<file path="src/rtl/seq_det_prog_if.sv">
// Purpose : configuration, serial-data and result signals of the programmable sequence detector.
// Latency : none, wiring only.
// Backpressure: none; din is valid-qualified only and the detector always accepts.
// Ports (master drives / slave receives):
//   cfg_we, cfg_pat, cfg_len, cfg_ovl : pattern load strobe, pattern, length, overlap mode
//   din_vld, din                      : valid-qualified serial data bit
//   cnt_clr                           : match counter clear
//   Y, match_cnt                      : registered match pulse, saturating match count (slave drives)
interface seq_det_prog_if #(
  parameter int MAX_LEN = 8,
  parameter int LEN_W   = 4,
  parameter int CNT_W   = 16
);
  logic               cfg_we;
  logic [MAX_LEN-1:0] cfg_pat;
  logic [LEN_W-1:0]   cfg_len;
  logic               cfg_ovl;
  logic               din_vld;
  logic               din;
  logic               cnt_clr;
  logic               Y;
  logic [CNT_W-1:0]   match_cnt;

  modport master (
    output cfg_we, cfg_pat, cfg_len, cfg_ovl, din_vld, din, cnt_clr,
    input  Y, match_cnt
  );

  modport slave (
    input  cfg_we, cfg_pat, cfg_len, cfg_ovl, din_vld, din, cnt_clr,
    output Y, match_cnt
  );
endinterface

</file>
<file path="src/rtl/seq_det_prog.sv">
// Purpose : detects a run-time programmable 1..MAX_LEN bit serial pattern, overlapping or not, with match counter.
// Latency : Y rises one edge after the edge that registers the hit (the edge accepting the last pattern bit).
// Backpressure: none; every din_vld bit is consumed, gaps with din_vld=0 are transparent.
// Ports:
//   clk, rst : clock, synchronous active-high reset
//   bus      : seq_det_prog_if.slave carrying config, serial input, cnt_clr, Y and match_cnt
module seq_det_prog #(
  parameter int MAX_LEN = 8,
  parameter int LEN_W   = 4,
  parameter int CNT_W   = 16
) (
  input  logic          clk,
  input  logic          rst,
  seq_det_prog_if.slave bus
);

  logic [MAX_LEN-1:0] pat_q,  pat_d;
  logic [LEN_W-1:0]   len_q,  len_d;
  logic               ovl_q,  ovl_d;
  logic [MAX_LEN-1:0] hist_q, hist_d;
  logic [LEN_W-1:0]   fill_q, fill_d;
  logic               hit_q,  hit_d;
  logic               y_q,    y_d;
  logic [CNT_W-1:0]   cnt_q,  cnt_d;

  logic [LEN_W-1:0]   eff_len;
  logic [MAX_LEN-1:0] mask;
  logic [MAX_LEN-1:0] hist_sh;
  logic [LEN_W-1:0]   fill_inc;
  logic               match_c;

  always_comb begin
    eff_len  = len_q;
    mask     = '0;
    hist_sh  = {hist_q[MAX_LEN-2:0], bus.din};
    fill_inc = fill_q;
    match_c  = 1'b0;

    pat_d  = pat_q;
    len_d  = len_q;
    ovl_d  = ovl_q;
    hist_d = hist_q;
    fill_d = fill_q;
    hit_d  = 1'b0;
    y_d    = 1'b0;
    cnt_d  = cnt_q;

    // Over-long lengths clamp to the full history width.
    if (len_q > LEN_W'(MAX_LEN)) begin
      eff_len = LEN_W'(MAX_LEN);
    end

    // Only the low eff_len history bits take part in the compare; eff_len=0 gives an empty mask.
    for (int i = 0; i < MAX_LEN; i++) begin
      mask[i] = (LEN_W'(i) < eff_len);
    end

    if (fill_q < LEN_W'(MAX_LEN)) begin
      fill_inc = fill_q + LEN_W'(1);
    end

    match_c = bus.din_vld && !bus.cfg_we && (eff_len != '0) && (fill_inc >= eff_len)
              && (((hist_sh ^ pat_q) & mask) == '0);

    if (bus.cfg_we) begin
      pat_d  = bus.cfg_pat;
      len_d  = bus.cfg_len;
      ovl_d  = bus.cfg_ovl;
      hist_d = '0;
      fill_d = '0;
    end else if (bus.din_vld) begin
      hist_d = hist_sh;
      // Non-overlapping mode demands eff_len fresh bits after every match.
      fill_d = (match_c && !ovl_q) ? '0 : fill_inc;
      hit_d  = match_c;
    end

    // A hit still pending when the pattern is reloaded must not surface on Y.
    y_d = hit_q && !bus.cfg_we;

    if (bus.cnt_clr) begin
      cnt_d = '0;
    end else if (y_d && (cnt_q != {CNT_W{1'b1}})) begin
      cnt_d = cnt_q + CNT_W'(1);
    end
  end

  always_ff @(posedge clk) begin
    if (rst) begin
      pat_q  <= '0;
      len_q  <= '0;
      ovl_q  <= 1'b0;
      hist_q <= '0;
      fill_q <= '0;
      hit_q  <= 1'b0;
      y_q    <= 1'b0;
      cnt_q  <= '0;
    end else begin
      pat_q  <= pat_d;
      len_q  <= len_d;
      ovl_q  <= ovl_d;
      hist_q <= hist_d;
      fill_q <= fill_d;
      hit_q  <= hit_d;
      y_q    <= y_d;
      cnt_q  <= cnt_d;
    end
  end

  assign bus.Y         = y_q;
  assign bus.match_cnt = cnt_q;

endmodule

</file>
<file path="src/flat_wrapper.sv">
// flat-port wrapper written by rule: the top's interface ports become plain ports
module seq_det_prog_flat 
#(
  parameter int MAX_LEN = 8,
  parameter int LEN_W   = 4,
  parameter int CNT_W   = 16
)
  (clk, rst, bus_cfg_we, bus_cfg_pat, bus_cfg_len, bus_cfg_ovl, bus_din_vld, bus_din, bus_cnt_clr, bus_Y, bus_match_cnt);
  seq_det_prog_if #(.MAX_LEN(MAX_LEN), .LEN_W(LEN_W), .CNT_W(CNT_W)) bus_i ();
  input  logic clk;
  input  logic rst;
  input wire logic [$bits(bus_i.cfg_we)-1:0] bus_cfg_we;
  input wire logic [$bits(bus_i.cfg_pat)-1:0] bus_cfg_pat;
  input wire logic [$bits(bus_i.cfg_len)-1:0] bus_cfg_len;
  input wire logic [$bits(bus_i.cfg_ovl)-1:0] bus_cfg_ovl;
  input wire logic [$bits(bus_i.din_vld)-1:0] bus_din_vld;
  input wire logic [$bits(bus_i.din)-1:0] bus_din;
  input wire logic [$bits(bus_i.cnt_clr)-1:0] bus_cnt_clr;
  output wire logic [$bits(bus_i.Y)-1:0] bus_Y;
  output wire logic [$bits(bus_i.match_cnt)-1:0] bus_match_cnt;
  assign bus_i.cfg_we = bus_cfg_we;
  assign bus_i.cfg_pat = bus_cfg_pat;
  assign bus_i.cfg_len = bus_cfg_len;
  assign bus_i.cfg_ovl = bus_cfg_ovl;
  assign bus_i.din_vld = bus_din_vld;
  assign bus_i.din = bus_din;
  assign bus_i.cnt_clr = bus_cnt_clr;
  assign bus_Y = bus_i.Y;
  assign bus_match_cnt = bus_i.match_cnt;
  seq_det_prog #(.MAX_LEN(MAX_LEN), .LEN_W(LEN_W), .CNT_W(CNT_W)) u_core (.clk(clk), .rst(rst), .bus(bus_i));
endmodule
</file>
<file path="config.mk">
export PLATFORM = sky130hd
export DESIGN_NAME = seq_det_prog_flat
export DESIGN_NICKNAME = d
export VERILOG_FILES = /design/src/rtl/seq_det_prog_if.sv /design/src/rtl/seq_det_prog.sv /design/src/flat_wrapper.sv
export SDC_FILE = /design/constraint.sdc
export NUM_CORES = 1
export LEC_CHECK = 0
export CORE_MARGIN = 1.5
export CORE_UTILIZATION = 50
export DETAILED_ROUTE_END_ITERATION = 10
export GPL_TIMING_DRIVEN = 0
export PLACE_DENSITY = 0.76
export SETUP_SLACK_MARGIN = 0.4
export SLEW_MARGIN = 20
export SYNTH_ARGS = -nofsm -noshare
export SYNTH_HDL_FRONTEND = slang
export SYNTH_SLANG_ARGS = --single-unit
</file>
<file path="constraint.sdc">
create_clock -name clk -period 3 [get_ports clk]
set_clock_uncertainty 0.1 [all_clocks]
set_input_delay 0.6 -clock clk [delete_from_list [all_inputs] [get_ports clk]]
set_output_delay 0.6 -clock clk [all_outputs]
set_load 0.05 [all_outputs]
</file>
==> out/qor.yml <==
path_max_fanout: 3
avgSynthCellArea_um2: 9.342
vias: 1669
crit_required_ns: 3.06
core_area_um2: 3971
hold_viol: 0
first_global_vias: 1556
grt_pass1_wl_mm: 6.948
cts_buffers: 5
path_cells: "clkdlybuf4s50_1, xor2_1, o31a_1, or2_2, a2111oi_0, nor4b_1"
end_kind: "flip-flop"
arrival_ns: 2.43
slew_headroom_pct: 50.15
crit_path_top_delay_cell: "a2111oi_0"
rr_worst_depth: 7
drtAntennaViolNets: 0
antenna_cells: 0
async_reset_ff_share_pct: 0
post-cts-setup-buffers: 0
yosysSeqAreaShare_pct: 40.73
fin_crit_sh_pct: 78.94
final_layout_size_suffix_gt1_share_pct: 7.634
use_met3_pct: 5.167
first_iter_violations: 60
die_w_um: 67.26
antenna_found_initial: 0
vdd_drop_max_uv: 331.4
via_per_inst: 5.349
ys_types: 46
holdPathEnd: "u_core.bus.Y$_SDFF_PP0_"
synth_seq_cells: 42
row_count: 23
dp_hpwl_mm: 3.129
synth-edff-count: 0
hold_path.class: "flip-flop to flip-flop"
rr_startpoint: "u_core.fill_q[0]$_SDFFE_PP0P_"
crit_type: "input port to flip-flop"
multiInputGateArea_um2: 1162
max_freq_ghz: 0.4222
synthTopCellsByCount: "42 x dfxtp_1, 39 x nor2_1, 21 x mux2i_1, 19 x xor2_1, 8 x nand2_1"
drt_first_pass_iters: 4
cts-root-buf: "clkbuf_8"
regArea_um2: 840.8
clock-sinks: 42
wl_per_cell_um: 13.54
ctsResizeCount: 0
grt_overflow: 0
tightest_slew_ns: 0.7478
syn-num-nets: 246
clk_path_buf_depth: 2
io_buffer_count: 33
netlist_area_um2: 2064
ff2ff_setup_slack_ns: 0.69
slew_violations: 0
synth_cells: 221
max_cap_violations: 0
cts_tree: "yes"
yosysWarnings: 0
power_leakage_nw: 1.036
p_per_area_nw_per_um2: 441.0
design_area_um2: 2565
hold_start: "u_core.hit_q$_SDFF_PP0_"
dpl_cell_area_um2: 2457
rsz0062_at_grt: "no"
totalNegativeSetupSlack_ns: 0
yosysMostFrequentCell: "dfxtp_1"
grt_max_degree: 13
met1_usage_pct: 26.75
yosys_most_used_dff: "dfxtp_1"
nNetsFinal: 286
htree_levels: 2
ys_top_cells_by_area: "dfxtp_1 41%, mux2i_1 10%, xor2_1 8.1%, nor2_1 7.1%, ha_1 3.6%"
clk_transition_reported_paths_ns: 0.08
hold-path-cell-count: 1
r2r_end: "u_core.fill_q[2]$_SDFFE_PP0P_"
design.die.area_um2: 4523
period_needed_ns: 2.368
setup_violations: 0
start_kind: "input port"
wirelength_mm: 4.226
use_met2_pct: 31.06
fillers: 351
track_usage_pct: 20.06
start_util_pct: 51.98
status: "finished, final reports clean"
gp_congestion: 0.7837
drc: 0
busiest_layer: "met2"
die_h_um: 67.26
clk_latency_ns: 0.29
worst_path_largest_cell_delay_ns: 0.47
syn2layout_area_growth_pct: 24.24
synth_top_area_cell: "dfxtp_1"
cts_hold_buffers: 0
num_io_pins: 36
synth_top_area_share_pct: 40.73
==> routing by layer <==
layer,routed length (um),up-vias
li1,-,860
met1,2166,766
met2,1810,37
met3,189,6
met4,59,0
met5,0,-
==> sequential cells by signal, summed over array words and instances, names as in the netlist <==
signal and cells:
u_core.bus.match_cnt 16, u_core.pat_q 8, u_core.hist_q 7, u_core.fill_q 4
u_core.len_q 4, u_core.bus.Y 1, u_core.hit_q 1, u_core.ovl_q 1
==> critical path: cells and delay by family <==
family,cells,cell delay (ns)
AOI/OAI and AO/OA,2,0.79
xor gates and xnor gates,1,0.21
buffers and inverters,1,0.45
and+or+nand+nor,2,0.38
==> stage by stage <==
| stage | hold slack [ns] | worst slack, ns | total power, mW | instances | utilization, % |
|---|---|---|---|---|---|
| final | 0.3839 | 0.6317 | 1.131 | 312 | 64.59 |
| after detailed placement | 0.3608 | 0.3264 | 0.7076 | 304 | 61.88 |
| after floorplan | 0.3214 | 0.7071 | 0.6665 | 221 | - |
| after global placement | 0.3637 | 0.3483 | 0.7042 | 304 | 61.88 |
| after global routing | 0.4119 | 0.4923 | 1.172 | 312 | 64.59 |
| after CTS | 0.3812 | 0.6002 | 1.141 | 312 | 64.56 |
==> worst max-delay path by stage <==
stage | start | to | slack [ns] | depth (start not counted)
3_3_place_gp | bus_din | u_core.fill_q[3]$_SDFFE_PP0P_ | 0.35 | 6
4_1_cts | u_core.fill_q[0]$_SDFFE_PP0P_ | u_core.fill_q[1]$_SDFFE_PP0P_ | 0.60 | 7
6_report | bus_din | u_core.fill_q[3]$_SDFFE_PP0P_ | 0.63 | 6
2_1_floorplan | u_core.bus.match_cnt[0]$_SDFFE_PP0P_ | u_core.bus.match_cnt[1]$_SDFFE_PP0P_ | 0.71 | 7
5_1_grt | u_core.fill_q[0]$_SDFFE_PP0P_ | u_core.fill_q[2]$_SDFFE_PP0P_ | 0.49 | 7
3_5_place_dp | bus_din | u_core.fill_q[3]$_SDFFE_PP0P_ | 0.33 | 6
==> placed cells by master (no fill, tap or decap), types with 2 or more instances in the layout <==
cell / count
or4_1: 3
nor2_1: 39
o211ai_1: 7
clkdlybuf4s50_1: 33
nand2_1: 8
xor2_1: 19
mux2i_1: 21
and4_1: 2
and2_1: 2
or2_2: 5
buf_1: 2
nand3_1: 7
nand2b_1: 3
inv_1: 2
dfxtp_1: 42
buf_2: 2
o21ai_0: 5
ha_1: 6
a21oi_1: 3
clkbuf_1: 9
xnor2_1: 4
and3_1: 3
nand4_1: 4
clkbuf_8: 5
==> layout make-up <==
cell class | count | share of cell area (%)
Tap cell | 50 | 2.439
Inverter | 2 | 0.2927
Multi-Input combinational cell | 165 | 45.32
Buffer | 12 | 2.146
Clock inverter | 1 | 1.171
Sequential cell | 42 | 32.78
Clock buffer | 7 | 2.976
Timing Repair Buffer | 33 | 12.88
==> power breakdown <==
| part | internal, mW | total (mW) | leakage, nW | switching (mW) |
|---|---|---|---|---|
| Sequential | 0.569 | 0.579 | 0.341 | 0.00980 |
| Combinational | 0.0594 | 0.116 | 0.642 | 0.0567 |
| Clock | 0.249 | 0.436 | 0.0524 | 0.187 |
==> kinds of logic after synthesis <==
logic type	share of synthesized area (%)
xor+xnor	9.757
buf+inv	3.031
fa+ha+maj	3.636
simple gates	21.27
mux	10.73
flops	40.73
compound gates	10.85
Power figures use the tool's default switching activity.
